--- src/rtl/trap_sequencer_pkg.sv ---
// Shared cause codes and state encoding for the machine-mode trap sequencer.
package trap_sequencer_pkg;

    localparam int IRQ_MEI = 11;
    localparam int IRQ_MSI = 3;
    localparam int IRQ_MTI = 7;

    localparam int EXC_INSTR_MISALIGN = 0;
    localparam int EXC_INSTR_FAULT    = 1;
    localparam int EXC_ILLEGAL_INSTR  = 2;
    localparam int EXC_BREAKPOINT     = 3;
    localparam int EXC_LOAD_MISALIGN  = 4;
    localparam int EXC_LOAD_FAULT     = 5;
    localparam int EXC_STORE_MISALIGN = 6;
    localparam int EXC_STORE_FAULT    = 7;
    localparam int EXC_ECALL_M        = 11;

    typedef enum logic [2:0] {
        IDLE     = 3'd0,
        DRAIN    = 3'd1,
        COMMIT   = 3'd2,
        RET      = 3'd3,
        REDIRECT = 3'd4
    } trap_seq_state_t;

endpackage

--- src/rtl/trap_sequencer_if.sv ---
// Fetch redirect handshake between the trap sequencer (master) and fetch (slave).
interface trap_sequencer_if #(
    parameter int XLEN = 32
) ();
    logic            redirect_valid;
    logic [XLEN-1:0] redirect_pc;
    logic            redirect_ready;

    modport master (output redirect_valid, output redirect_pc, input redirect_ready);
    modport slave  (input redirect_valid, input redirect_pc, output redirect_ready);
endinterface

--- src/rtl/trap_sequencer_irq_prio.sv ---
// Fixed-priority encoder over the masked pending interrupts: MEI > MSI > MTI.
module trap_irq_prio
    import trap_sequencer_pkg::*;
#(
    parameter int XLEN   = 32,
    parameter int CODE_W = 4
) (
    input  logic [XLEN-1:0]   i_trap_ip,
    output logic              o_any,
    output logic [CODE_W-1:0] o_code
);
    // Only bits 11/3/7 matter; the rest are deliberately ignored.
    logic w_unused;
    assign w_unused = ^i_trap_ip;

    always_comb begin
        o_any  = 1'b0;
        o_code = '0;
        if (i_trap_ip[IRQ_MEI]) begin
            o_any  = 1'b1;
            o_code = CODE_W'(IRQ_MEI);
        end else if (i_trap_ip[IRQ_MSI]) begin
            o_any  = 1'b1;
            o_code = CODE_W'(IRQ_MSI);
        end else if (i_trap_ip[IRQ_MTI]) begin
            o_any  = 1'b1;
            o_code = CODE_W'(IRQ_MTI);
        end
    end
endmodule

--- src/rtl/trap_sequencer.sv ---
// Trap entry/return sequencer: accepts one request, drains the pipeline,
// strobes the trap unit and redirects fetch to the handler or mepc.
//
// state    | meaning
// IDLE     | waiting for interrupt / exception / mret
// DRAIN    | request latched, waiting for quiesce
// COMMIT   | one-cycle trap-entry strobe, capture handler address
// RET      | one-cycle trap-return strobe, capture mepc
// REDIRECT | redirect_valid held until fetch accepts
module trap_sequencer
    import trap_sequencer_pkg::*;
#(
    parameter int XLEN   = 32,
    parameter int CODE_W = 4
) (
    input  logic               clk,
    input  logic               rst,
    input  logic [XLEN-1:0]    i_trap_ip,
    input  logic               i_boundary,
    input  logic [XLEN-1:0]    i_next_pc,
    input  logic               i_exc_valid,
    input  logic [CODE_W-1:0]  i_exc_code,
    input  logic [XLEN-1:0]    i_exc_pc,
    input  logic [XLEN-1:0]    i_exc_tval,
    input  logic               i_mret,
    input  logic               i_quiesce,
    input  logic [XLEN-1:0]    i_trap_address,
    input  logic [XLEN-1:0]    i_mepc,
    output logic               o_trap_exeption,
    output logic               o_trap_return,
    output logic               o_trap_interrupt,
    output logic [XLEN-1:0]    o_trap_cause,
    output logic [XLEN-1:0]    o_mepc_bus,
    output logic [XLEN-1:0]    o_mtval_bus,
    output logic               o_hold,
    output logic               o_busy,
    trap_sequencer_if.master   redir
);
    trap_seq_state_t r_state;
    trap_seq_state_t w_next;

    logic              r_is_irq;
    logic              r_is_ret;
    logic [XLEN-1:0]   r_cause;
    logic [XLEN-1:0]   r_epc;
    logic [XLEN-1:0]   r_tval;
    logic [XLEN-1:0]   r_redirect_pc;

    logic              w_irq_any;
    logic [CODE_W-1:0] w_irq_code;
    logic              w_idle;
    logic              w_take_irq;
    logic              w_take_exc;
    logic              w_take_ret;
    logic              w_busy;

    trap_irq_prio #(.XLEN(XLEN), .CODE_W(CODE_W)) u_irq_prio (
        .i_trap_ip (i_trap_ip),
        .o_any     (w_irq_any),
        .o_code    (w_irq_code)
    );

    // Lower-priority requests in the same cycle are simply dropped.
    assign w_idle     = (r_state == IDLE);
    assign w_take_irq = w_idle && i_boundary && w_irq_any;
    assign w_take_exc = w_idle && !w_take_irq && i_exc_valid;
    assign w_take_ret = w_idle && !w_take_irq && !i_exc_valid && i_mret;
    assign w_busy     = !w_idle;

    always_ff @(posedge clk) begin
        if (rst) begin
            r_state <= IDLE;
        end else begin
            r_state <= w_next;
        end
    end

    always_comb begin
        w_next              = r_state;
        o_trap_exeption     = 1'b0;
        o_trap_return       = 1'b0;
        redir.redirect_valid = 1'b0;
        redir.redirect_pc   = '0;
        case (r_state)
            IDLE: begin
                if (w_take_irq || w_take_exc || w_take_ret) begin
                    w_next = DRAIN;
                end
            end
            DRAIN: begin
                if (i_quiesce) begin
                    w_next = r_is_ret ? RET : COMMIT;
                end
            end
            COMMIT: begin
                o_trap_exeption = 1'b1;
                w_next          = REDIRECT;
            end
            RET: begin
                o_trap_return = 1'b1;
                w_next        = REDIRECT;
            end
            REDIRECT: begin
                redir.redirect_valid = 1'b1;
                redir.redirect_pc    = r_redirect_pc;
                if (redir.redirect_ready) begin
                    w_next = IDLE;
                end
            end
            default: w_next = IDLE;
        endcase
    end

    always_ff @(posedge clk) begin
        if (rst) begin
            r_is_irq      <= 1'b0;
            r_is_ret      <= 1'b0;
            r_cause       <= '0;
            r_epc         <= '0;
            r_tval        <= '0;
            r_redirect_pc <= '0;
        end else begin
            if (w_take_irq) begin
                r_is_irq <= 1'b1;
                r_is_ret <= 1'b0;
                r_cause  <= {1'b1, {(XLEN-1-CODE_W){1'b0}}, w_irq_code};
                r_epc    <= i_next_pc;
                r_tval   <= '0;
            end else if (w_take_exc) begin
                r_is_irq <= 1'b0;
                r_is_ret <= 1'b0;
                r_cause  <= XLEN'(i_exc_code);
                r_epc    <= i_exc_pc;
                r_tval   <= i_exc_tval;
            end else if (w_take_ret) begin
                r_is_irq <= 1'b0;
                r_is_ret <= 1'b1;
                r_cause  <= '0;
                r_epc    <= '0;
                r_tval   <= '0;
            end
            if (r_state == COMMIT) begin
                r_redirect_pc <= i_trap_address;
            end else if (r_state == RET) begin
                r_redirect_pc <= i_mepc;
            end
        end
    end

    // Cause and interrupt flag stay put for the whole sequence so the
    // trap unit's vectored handler address cannot move under the redirect.
    assign o_trap_interrupt = w_busy && r_is_irq;
    assign o_trap_cause     = w_busy ? r_cause : '0;
    assign o_mepc_bus       = w_busy ? r_epc   : '0;
    assign o_mtval_bus      = w_busy ? r_tval  : '0;
    assign o_hold           = w_busy;
    assign o_busy           = w_busy;
endmodule

--- src/flat_wrapper.sv ---
// flat-port wrapper written by rule: the top's interface ports become plain ports
module trap_sequencer_flat import trap_sequencer_pkg::*;
#(
    parameter int XLEN   = 32,
    parameter int CODE_W = 4
)
  (clk, rst, i_trap_ip, i_boundary, i_next_pc, i_exc_valid, i_exc_code, i_exc_pc, i_exc_tval, i_mret, i_quiesce, i_trap_address, i_mepc, o_trap_exeption, o_trap_return, o_trap_interrupt, o_trap_cause, o_mepc_bus, o_mtval_bus, o_hold, o_busy, redir_redirect_valid, redir_redirect_pc, redir_redirect_ready);
  trap_sequencer_if #(.XLEN(XLEN)) redir_i ();
  input  logic clk;
  input  logic rst;
  input  logic [XLEN-1:0] i_trap_ip;
  input  logic i_boundary;
  input  logic [XLEN-1:0] i_next_pc;
  input  logic i_exc_valid;
  input  logic [CODE_W-1:0] i_exc_code;
  input  logic [XLEN-1:0] i_exc_pc;
  input  logic [XLEN-1:0] i_exc_tval;
  input  logic i_mret;
  input  logic i_quiesce;
  input  logic [XLEN-1:0] i_trap_address;
  input  logic [XLEN-1:0] i_mepc;
  output logic o_trap_exeption;
  output logic o_trap_return;
  output logic o_trap_interrupt;
  output logic [XLEN-1:0] o_trap_cause;
  output logic [XLEN-1:0] o_mepc_bus;
  output logic [XLEN-1:0] o_mtval_bus;
  output logic o_hold;
  output logic o_busy;
  output wire logic [$bits(redir_i.redirect_valid)-1:0] redir_redirect_valid;
  output wire logic [$bits(redir_i.redirect_pc)-1:0] redir_redirect_pc;
  input wire logic [$bits(redir_i.redirect_ready)-1:0] redir_redirect_ready;
  assign redir_redirect_valid = redir_i.redirect_valid;
  assign redir_redirect_pc = redir_i.redirect_pc;
  assign redir_i.redirect_ready = redir_redirect_ready;
  trap_sequencer #(.XLEN(XLEN), .CODE_W(CODE_W)) u_core (.clk(clk), .rst(rst), .i_trap_ip(i_trap_ip), .i_boundary(i_boundary), .i_next_pc(i_next_pc), .i_exc_valid(i_exc_valid), .i_exc_code(i_exc_code), .i_exc_pc(i_exc_pc), .i_exc_tval(i_exc_tval), .i_mret(i_mret), .i_quiesce(i_quiesce), .i_trap_address(i_trap_address), .i_mepc(i_mepc), .o_trap_exeption(o_trap_exeption), .o_trap_return(o_trap_return), .o_trap_interrupt(o_trap_interrupt), .o_trap_cause(o_trap_cause), .o_mepc_bus(o_mepc_bus), .o_mtval_bus(o_mtval_bus), .o_hold(o_hold), .o_busy(o_busy), .redir(redir_i));
endmodule
--- config.mk ---
export PLATFORM = sky130hd
export DESIGN_NAME = trap_sequencer_flat
export DESIGN_NICKNAME = d
export VERILOG_FILES = /design/src/rtl/trap_sequencer_pkg.sv /design/src/rtl/trap_sequencer_if.sv /design/src/rtl/trap_sequencer_irq_prio.sv /design/src/rtl/trap_sequencer.sv /design/src/flat_wrapper.sv
export SDC_FILE = /design/constraint.sdc
export NUM_CORES = 1
export LEC_CHECK = 0
export CORE_AREA = 2 2 130 132
export CTS_CLUSTER_SIZE = 40
export DETAILED_ROUTE_END_ITERATION = 12
export DIE_AREA = 0 0 132 134
export PLACE_DENSITY = 0.74
export SETUP_SLACK_MARGIN = 0.1
export SLEW_MARGIN = 20
export SYNTH_ARGS = -nofsm -noshare
export SYNTH_HDL_FRONTEND = slang
export SYNTH_HIERARCHICAL = 1
export SYNTH_SLANG_ARGS = --single-unit
--- constraint.sdc ---
create_clock -name clk -period 2.9 [get_ports clk]
set_input_delay 0.725 -clock clk [delete_from_list [all_inputs] [get_ports clk]]
set_output_delay 0.725 -clock clk [all_outputs]
set_load 0.05 [all_outputs]
==> results.toml, run 1 <==
[clock_network]
cts.path.max_buffers = 2
numClockSinks = 105
clock_latency_ns = 0.34
cts.clk_slew.worst_paths_ns = 0.07
cts_buffers = 9
htreeDepth = 3
cts_tree = "built"
root_buffer = "clkbuf_16"

[logic_synthesis]
synth_cells = 673
yosysSeqAreaShare_pct = 38.21
synth_cell_types = 34
synth_area_leader_cell = "dfxtp_1"
synth_seq_cells = 105
synthFlopType = "dfxtp_1"
synth_area_um2 = 5502
syn_avg_cell_area_um2 = 8.175
synthArstFlopShare_pct = 0
yosys-top-cells-area = "dfxtp_1 38%, and2_1 7.5%, o32ai_1 5.9%, mux2i_1 5.8%, buf_4 4.9%"
yosys_warnings = 6
synth_top_area_share_pct = 38.21
synth_edf_count = 0

[sta]
tns_ns = 0
fmax_mhz = 381.4
relSlewSlack_pct = 30.91
worst_pin_slew_ns = 1.034
setup_viol = 0
finalCritPeriodShare_pct = 90.42
finalMaxSlewViolations = 0
skew_ns = 0.006312
layout_min_cycle_time_ns = 2.622
grt_setup_unrepaired = "no"
hold_viol = 0

[worst_setup_path]
crit_fanout = 39
r2r-start = "u_core/r_state[1]"
r2r_cells = 5
cp_data_arrival_time_ns = 1.90
end_kind = "output port"
rrSetupSlack_ns = 0.72
required_ns = 2.17
reg2reg_to = "u_core/r_is_irq"
cp-start-kind = "flop"
crit_type = "flop to output port"

[placement]
gp_routability_congestion = 0.7756
io_buffers = 280
dpl.cell_count = 1112
dp_hpwl_um = 12360

[global_routing]
grt_overflow = 0
grt_max_degree = 70
grt_pass1_wl_um = 27900
grt_use_total_pct = 19.51
grt_pass1_vias = 5193
antenna_found_initial = 1

[floorplanning]
io_pins = 337
die_area_um2 = 17690
std_cell_rows = 47
start_util_pct = 33.77
chipHeight_um = 134
core_area_um2 = 16290
chipWidth_um = 132

[power_and_ir_drop]
ir_worst_vdd_v = 0.0002883
power.density_nw_per_um2 = 460.1
p_leak_uw = 0.003437
power_uw = 3973

[layout]
mostFrequentLayoutCell = "clkdlybuf4s50_1"
seq_area_um2 = 2103
final_cells = 1129
n_antenna_cell = 0
multi_input_area_um2 = 2810
drive_gt1_share_pct = 15.62
final_cell_mix = "171 x clkdlybuf4s50_1, 104 x dfxtp_1, 88 x buf_4"
nets = 1107
syn_to_final_growth_pct = 56.95
nFillCells = 1544

[run]
cap_viol_max_count = 0

[min_path]
min_to = "u_core/r_tval[1]"
whs_path_depth = 2
hp-class = "flop to flop"
worstHoldStart = "u_core/r_tval[1]"

[routing]
vias = 5599
drt_iter0_drc = 188
drt_wl_total_um = 17810
ant_nets = 0
firstDrtPassIters = 4
viasPerCell = 4.959
wl_per_cell_um = 15.78
post-route-drc-count = 0

[run_status]
status = "finished clean"
-- final cells by class --
class / count / area share (%)
Timing Repair Buffer: 295 / 34.56
Multi-Input combinational cell: 455 / 32.55
Sequential cell: 105 / 24.36
Tap cell: 220 / 3.188
Clock buffer: 12 / 3.087
Inverter: 38 / 1.681
Clock inverter: 4 / 0.5796
-- sequential cells by signal, summed over array words and instances, names as in the netlist --
register,cells
u_core/r_state,3
u_core/r_is_ret,1
u_core/r_epc,32
u_core/r_tval,32
u_core/r_is_irq,1
u_core/r_cause,4
u_core/r_redirect_pc,32
-- routing by layer --
layer  up-vias  track usage (%)  wire (um)
met1      2569            22.78       7075
li1       2771                -          -
met4         2            7.367        455
met5         -                0         13
met2       228            32.78       8685
met3        29            7.143       1583
-- synthesized netlist by cell type, types with 2 or more instances --
cell	number
buf_2	22
nor2b_1	2
nand2_1	2
dfxtp_1	105
a211oi_1	32
o32ai_1	37
clkbuf_1	36
o21ai_0	32
inv_1	37
a31oi_1	36
nor3_1	2
nand2b_1	2
buf_1	4
nor2_1	70
mux2i_1	32
and2_1	66
buf_6	3
buf_4	36
and3_1	37
a21oi_1	35
nand3_1	32
-- power by group --
group / total [uW] / internal, uW / switching, uW
Clock: 1280 / 739 / 544
Sequential: 1570 / 1530 / 34.2
Combinational: 1120 / 459 / 662
Total: 3970 / 2730 / 1240
-- through the flow --
step | utilization, % | hold slack [ns] | cell area [um2] | setup WS [ns]
floorplan | - | 0.4427 | 5599 | 0.3047
global placement | 50.98 | 0.4526 | 8304 | -0.04903
detailed placement | 50.98 | 0.4597 | 8304 | -0.06058
CTS | 53.01 | 0.4700 | 8635 | 0.2030
global route | 53.01 | 0.4883 | 8635 | 0.1610
finish | 53.01 | 0.4686 | 8635 | 0.2778
-- cells by family after synthesis --
logic type | Yosys count | synth area share [%]
AOI/OAI and AO/OA | 177 | 21.97
and+or+nand+nor | 219 | 21.08
other | 1 | 0.06816
buffers and inverters | 139 | 12.85
muxes | 32 | 5.822
DFF | 105 | 38.21
-- critical path, stage by stage (launching register included) --
cell     delay, ns
dfxtp_1       0.55
nor3_4        0.09
buf_12        0.16
inv_4         0.29
and2_1        0.24
buf_4         0.22
-- worst max-delay path by stage --
stage                       from                    end  slack, ns  cells past startpoint
6_report       u_core/r_state[1]       o_trap_interrupt       0.28                      5
5_1_grt        u_core/r_state[1]       o_trap_cause[31]       0.16                      5
4_1_cts        u_core/r_state[1]       o_trap_interrupt       0.20                      5
3_5_place_dp       i_trap_ip[11]        u_core/r_is_irq      -0.06                      5
3_3_place_gp       i_trap_ip[11]        u_core/r_is_irq      -0.05                      5
2_1_floorplan  u_core/r_state[2]  redir_redirect_pc[10]       0.30                      3
-- what timing repair did --
item,in CTS,in global routing
resized for setup,8,0
hold endpoints to repair,0,0
setup buffers,1,0
setup endpoints to repair,41,0
hold buffers,0,0
Power figures use the tool's default switching activity.
==> run 2: changes to the inputs <==
--- a/config.mk
+++ b/config.mk
@@ -5,11 +5,12 @@
 export SDC_FILE = /design/constraint.sdc
 export NUM_CORES = 1
 export LEC_CHECK = 0
-export CORE_AREA = 2 2 130 132
+export CAP_MARGIN = 20
+export CORE_AREA = 2 2 132 134
 export CTS_CLUSTER_SIZE = 40
 export DETAILED_ROUTE_END_ITERATION = 12
-export DIE_AREA = 0 0 132 134
-export PLACE_DENSITY = 0.74
+export DIE_AREA = 0 0 134 136
+export PLACE_DENSITY = 0.72
 export SETUP_SLACK_MARGIN = 0.1
 export SLEW_MARGIN = 20
 export SYNTH_ARGS = -nofsm -noshare
==> constraint.sdc (replaced) <==
create_clock -name clk -period 3.3 [get_ports clk]
set_input_delay 0.825 -clock clk [delete_from_list [all_inputs] [get_ports clk]]
set_output_delay 0.825 -clock clk [all_outputs]
set_load 0.05 [all_outputs]
==> run 2 against run 1 <==
  * Total power is 13% lower
  * Largest cell class is now multi-input gates
  * Count of clock-buffer cells in the layout is 2 lower
  * Final cell count is 0.53% higher
  * Cell area is 2.5% lower
  * Register-to-register slack hardly changed
  * Clock power is 14% lower
==> results.toml, run 2 (synthesized netlist as in run 1, its figures left out) <==
[power_and_ir_drop]
power.density_nw_per_um2 = 411.8
p_leak_uw = 0.003260
ir_worst_vdd_v = 0.0002694

[sta]
worst_pin_slew_ns = 1.078
layout_min_cycle_time_ns = 3.052
finalCritPeriodShare_pct = 92.47
grt_setup_unrepaired = "no"
setup_viol = 0
skew_ns = 0.007263
fmax_mhz = 327.7
tns_ns = 0
relSlewSlack_pct = 27.98
finalMaxSlewViolations = 0
hold_viol = 0

[worst_setup_path]
cp-start-kind = "flop"
crit_type = "flop to output port"
required_ns = 2.47
end_kind = "output port"
crit_fanout = 39
cp_data_arrival_time_ns = 2.23
critPathMaxStageDelay_ns = 0.56
crit_slowest_cell = "dfxtp_1"
crit_chain = "nor3_4 > buf_12 > inv_2 > and2_1 > buf_4"

[layout]
postLayoutCellArea_um2 = 8418
mostFrequentLayoutCell = "clkdlybuf4s50_1"
nets = 1109
final_cell_mix = "214 x clkdlybuf4s50_1, 104 x dfxtp_1, 79 x buf_4"
drive_gt1_share_pct = 11.66
syn_to_final_growth_pct = 53.01
reg_top3 = "u_core/r_epc x32, u_core/r_redirect_pc x32, u_core/r_tval x32"

[floorplanning]
start_util_pct = 32.60
chipWidth_um = 134
die_area_um2 = 18220
core_area_um2 = 16880
chipHeight_um = 136
io_pins = 337
std_cell_rows = 48

[clock_network]
cts.path.max_buffers = 2
htreeDepth = 3
cts.clk_slew.worst_paths_ns = 0.07
post_cts_buffers = 0
ctsHoldBuffers = 0
numClockSinks = 105
clock_latency_ns = 0.35
cts_resized = 0
cts_buffers = 9
cts_tree = "built"
root_buffer = "clkbuf_16"

[global_routing]
grt_use_total_pct = 19.42
grt_overflow = 0
grt_pass1_vias = 5292
antenna_found_initial = 2
grt_max_degree = 70
grt_pass1_wl_um = 28130

[routing]
viasPerCell = 4.923
ant_nets = 0
post-route-drc-count = 0
firstDrtPassIters = 4
wl_per_cell_um = 16.07
vias = 5588
drt_wl_total_um = 18240
drt_iter0_drc = 238

[placement]
gp_routability_congestion = 0.7416
place_area_um2 = 8123
io_buffers = 280
dp_hpwl_um = 12140

[run]
cap_viol_max_count = 0

[min_path]
hp-class = "flop to flop"

[run_status]
status = "finished clean"
run 2: path summary, 6_finish.rpt:
kind | cells after the start | startpoint | end | slack, ns
max | 5 | u_core/r_state[1] | o_trap_cause[31] | 0.25
min | 2 | u_core/r_tval[9] | u_core/r_tval[9] | 0.47
max reg2reg | 6 | u_core/r_state[2] | u_core/r_is_irq | 0.73
min reg2reg | 2 | u_core/r_tval[9] | u_core/r_tval[9] | 0.47
run 2: cell type report:
type | count | area [um2]
Antenna cell | 1 | 2.502
Fill cell | 1633 | 8458
Clock inverter | 4 | 53.80
Inverter | 38 | 142.6
Timing Repair Buffer | 297 | 2785
Multi-Input combinational cell | 455 | 2810
Tap cell | 225 | 281.5
Sequential cell | 105 | 2103
Clock buffer | 10 | 239.0
run 2: report_power, final:
part | internal (uW) | switching (uW) | total [uW]
clock network | 604 | 498 | 1100
registers | 1350 | 28.4 | 1380
logic | 404 | 583 | 988
total | 2360 | 1110 | 3470
run 2: critical path: cells and delay by family, from the launching register on:
family                 cells  cell delay, ns
flip-flops                 1            0.56
AND/OR/NAND/NOR            2            0.39
buffers and inverters      3            0.92
run 2: per-stage QoR:
step | cells | setup slack (ns) | total power (uW) | hold slack (ns) | utilization [%]
after CTS | 1134 | 0.2061 | 3508 | 0.4703 | 49.87
after detailed placement | 1120 | 0.1689 | 2399 | 0.4609 | 48.13
final | 1135 | 0.2485 | 3466 | 0.4654 | 49.88
after global placement | 1120 | 0.2535 | 2392 | 0.4529 | 48.13
after floorplan | 699 | 0.6047 | 2038 | 0.4427 | -
after global routing | 1135 | 0.1226 | 3639 | 0.4892 | 49.88
run 2: metal layers:
metal,GRT usage [%],share of wire (%),vias up,wire [um]
met5,0,0.066,-,12
met4,6.087,2.1,2,387
met2,33.42,47,233,8552
li1,-,-,2776,-
met1,22.34,41,2550,7492
met3,7.345,9.8,27,1790
==> run 3: changes to the inputs <==
--- a/config.mk
+++ b/config.mk
@@ -6,14 +6,13 @@
 export NUM_CORES = 1
 export LEC_CHECK = 0
 export CAP_MARGIN = 20
-export CORE_AREA = 2 2 132 134
+export CORE_AREA = 2 2 129 131
 export CTS_CLUSTER_SIZE = 40
 export DETAILED_ROUTE_END_ITERATION = 12
-export DIE_AREA = 0 0 134 136
-export PLACE_DENSITY = 0.72
+export DIE_AREA = 0 0 131 133
+export PLACE_DENSITY = 0.73
 export SETUP_SLACK_MARGIN = 0.1
-export SLEW_MARGIN = 20
+export SLEW_MARGIN = 10
 export SYNTH_ARGS = -nofsm -noshare
 export SYNTH_HDL_FRONTEND = slang
-export SYNTH_HIERARCHICAL = 1
 export SYNTH_SLANG_ARGS = --single-unit
==> run 3 against run 2 <==
  * Via count shrank 13%
  * Clock power shrank 4%
  * Sequential power is essentially flat
  * Global-route usage shrank 1.4 points
  * Synthesized area shrank 6.2%
  * Critical path depth shrank 2
  * First-iteration DRC count shrank 3.8%
  * Register-to-register slack gained 0.50 ns
  * Sequential share of layout area shrank 0.28 points
  * Die area shrank 4.4%
  * Setup slack lost 0.0048 ns
  * Critical path type unchanged
==> results.toml, run 3 <==
[floorplanning]
chipWidth_um = 131
chipHeight_um = 133
start_util_pct = 31.92
die_area_um2 = 17420
std_cell_rows = 47
core_area_um2 = 16170
io_pins = 337

[routing]
ant_nets = 0
firstDrtPassIters = 4
viasPerCell = 4.716
vias = 4857
drt_iter0_drc = 229
wl_per_cell_um = 15.54
drt_wl_total_um = 16010
post-route-drc-count = 0

[logic_synthesis]
synth-simple-area-share_pct = 24.55
synth_top_family_by_area = "simple AND/OR/NAND/NOR gates"
syn_avg_cell_area_um2 = 9.335
synth_seq_cells = 105
synth_edf_count = 0
synthFlopType = "dfxtp_1"
synth_area_um2 = 5162
synth_compound_area_share_pct = 19.20
yosys-top-cells-area = "dfxtp_1 41%, and2_1 12%, and3_1 8.0%, a221o_1 6.2%, mux2i_1 6.2%"
synth_cells = 553
yosysMostFrequentCell = "dfxtp_1"
synth_cell_types = 36
synthArstFlopShare_pct = 0
synth_area_leader_cell = "dfxtp_1"
yosysSeqAreaShare_pct = 40.72
synth_top_area_share_pct = 40.72
synthTopCellsByCount = "105 x dfxtp_1, 102 x and2_1, 66 x and3_1, 34 x nor2_1, 33 x a22o_1"
synthXorXnorAreaFrac_pct = 0
synth_fa_ha_area_share_pct = 0
yosys_warnings = 0
muxShareOfSynthArea_pct = 6.205

[sta]
skew_ns = 0.009566
fmax_mhz = 327.2
worst_pin_slew_ns = 0.5995
timing.hold.ws_ns = 0.4622
relSlewSlack_pct = 60.04
grt_setup_unrepaired = "no"
setup_ws_ns = 0.2437
finalMaxSlewViolations = 0
layout_min_cycle_time_ns = 3.056
setup_viol = 0
hold_viol = 0
finalCritPeriodShare_pct = 92.62
tns_ns = 0

[clock_network]
cts.path.max_buffers = 2
htreeDepth = 3
cts.clk_slew.worst_paths_ns = 0.08
clock_latency_ns = 0.35
cts_tree = "built"
cts_buffers = 9
root_buffer = "clkbuf_16"
post_cts_buffers = 0
numClockSinks = 105

[power_and_ir_drop]
power.switching_uw = 1094
intPower_uw = 2298
ir_worst_vdd_v = 0.0002459
power.density_nw_per_um2 = 398.4
p_seq_share_pct = 41.2
pwr-share-clk_pct = 31.4
pwr-share-comb_pct = 27.4
p_leak_uw = 0.003907
switching_share_pct = 32.26

[layout]
drive_gt1_share_pct = 15.57
nFillCells = 1512
nets = 1007
mostFrequentLayoutCell = "clkdlybuf4s50_1"
seq_area_um2 = 2103
final_cells = 1030
syn_to_final_growth_pct = 64.93
multi_input_area_um2 = 2718
reg_top3 = "u_core.r_epc x32, u_core.r_redirect_pc x32, u_core.r_tval x32"
fin_util_pct = 52.65
final_cell_mix = "174 x clkdlybuf4s50_1, 104 x dfxtp_1, 102 x and2_1"

[worst_setup_path]
critPathMaxStageDelay_ns = 0.79
cp_num_cells = 3
cp_data_arrival_time_ns = 2.23
path_delay_family = "buffers and inverters"
crit_slowest_cell = "clkdlybuf4s50_1"
end_kind = "output port"
required_ns = 2.47
crit_fanout = 39
crit_type = "flop to output port"
r2r_cells = 6
cp-start-kind = "flop"
crit_chain = "buf_4 > and2_1 > clkdlybuf4s50_1"
crit_buf_inv = 2

[global_routing]
grt_pass1_vias = 4498
grt_overflow = 0
grt_use_total_pct = 17.99
antenna_found_initial = 0
grt_pass1_wl_um = 24350
grt_max_degree = 64

[placement]
io_buffers = 280
dpl.cell_count = 1012
place_ws_ns = 0.3507
dp_hpwl_um = 11720
gp_routability_congestion = 0.7516

[run_status]
status = "finished clean"

[min_path]
whs_path_depth = 1
hp-class = "flop to flop"

[run]
cap_viol_max_count = 0
==> run 3: cell count changes in the layout (fill, tap and decap cells not counted), sizes merged, moves of 17 or more <==
cell           previous run  this run
a221o                     0        32
nor2                     71        34
buf                      83       100
clkdlybuf4s50           214       174
o32ai                    37         0
and2                     66       102
nand3                    32         0
inv                      39         3
o21ai                    32         3
a31oi                    36         0
a22o                      0        33
a21oi                    36         6
and3                     37        66
==> run 3: kinds of logic (layout without fill, tap and decap cells) <==
family / after synthesis / in the layout
flops: 105 / 105
mux: 32 / 32
simple gates: 214 / 214
buf+inv: 85 / 315
other cells: 1 / 28
compound gates: 116 / 116
==> run 3: final cells by class <==
class                      count  area share, %
timing repair buffer         296          36.49
multi-input combinational    389          31.92
sequential                   105          24.70
tap                          220          3.233
clock buffer                   9          2.645
clock inverter                 7         0.7641
inverter                       2         0.1323
timing repair inverter         1        0.08817
antenna                        1        0.02939
==> run 3: stage by stage <==
stage,total power [uW],cell area (um2)
finish,3392,8514
global route,3566,8512
CTS,3439,8472
detailed placement,2361,8189
global placement,2353,8189
floorplan,1998,5260
==> run 3: path summary, 6_finish.rpt <==
path                      from                 to  slack [ns]
min          u_core.r_cause[2]  u_core.r_cause[2]        0.46
max reg2reg  u_core.r_state[0]    u_core.r_epc[4]        1.23
max          u_core.r_state[0]      o_trap_return        0.24
min reg2reg  u_core.r_cause[2]  u_core.r_cause[2]        0.46
==> run 3: power groups by stage <==
stage	combinational (uW)	clock (uW)	sequential [uW]
6_report	930	1060	1400
5_1_grt	998	1160	1410
4_1_cts	934	1110	1400
3_5_place_dp	934	0	1430
3_3_place_gp	929	0	1420
2_1_floorplan	584	0	1410
==> run 3: layer usage <==
layer | vias to the layer above | GRT usage (%) | wire length [um]
met2 | 213 | 28.90 | 7506
met4 | 0 | 6.560 | 329
met5 | - | 0 | 0
met3 | 22 | 6.834 | 1729
li1 | 2440 | - | -
met1 | 2182 | 21.78 | 6442
==> run 3: what timing repair did <==
item	CTS	global route
hold buffers	0	0
gates cloned	0	1
resized for setup	10	14
hold endpoints to repair	0	0
setup endpoints to repair	22	13
==> run 3: worst reg2reg max path: stages, from the launching register on <==
cell	delay (ns)
dfxtp_2	0.35
buf_4	0.50
nor4_4	0.10
buf_4	0.21
buf_4	0.26
and3_1	0.25
a221o_1	0.29
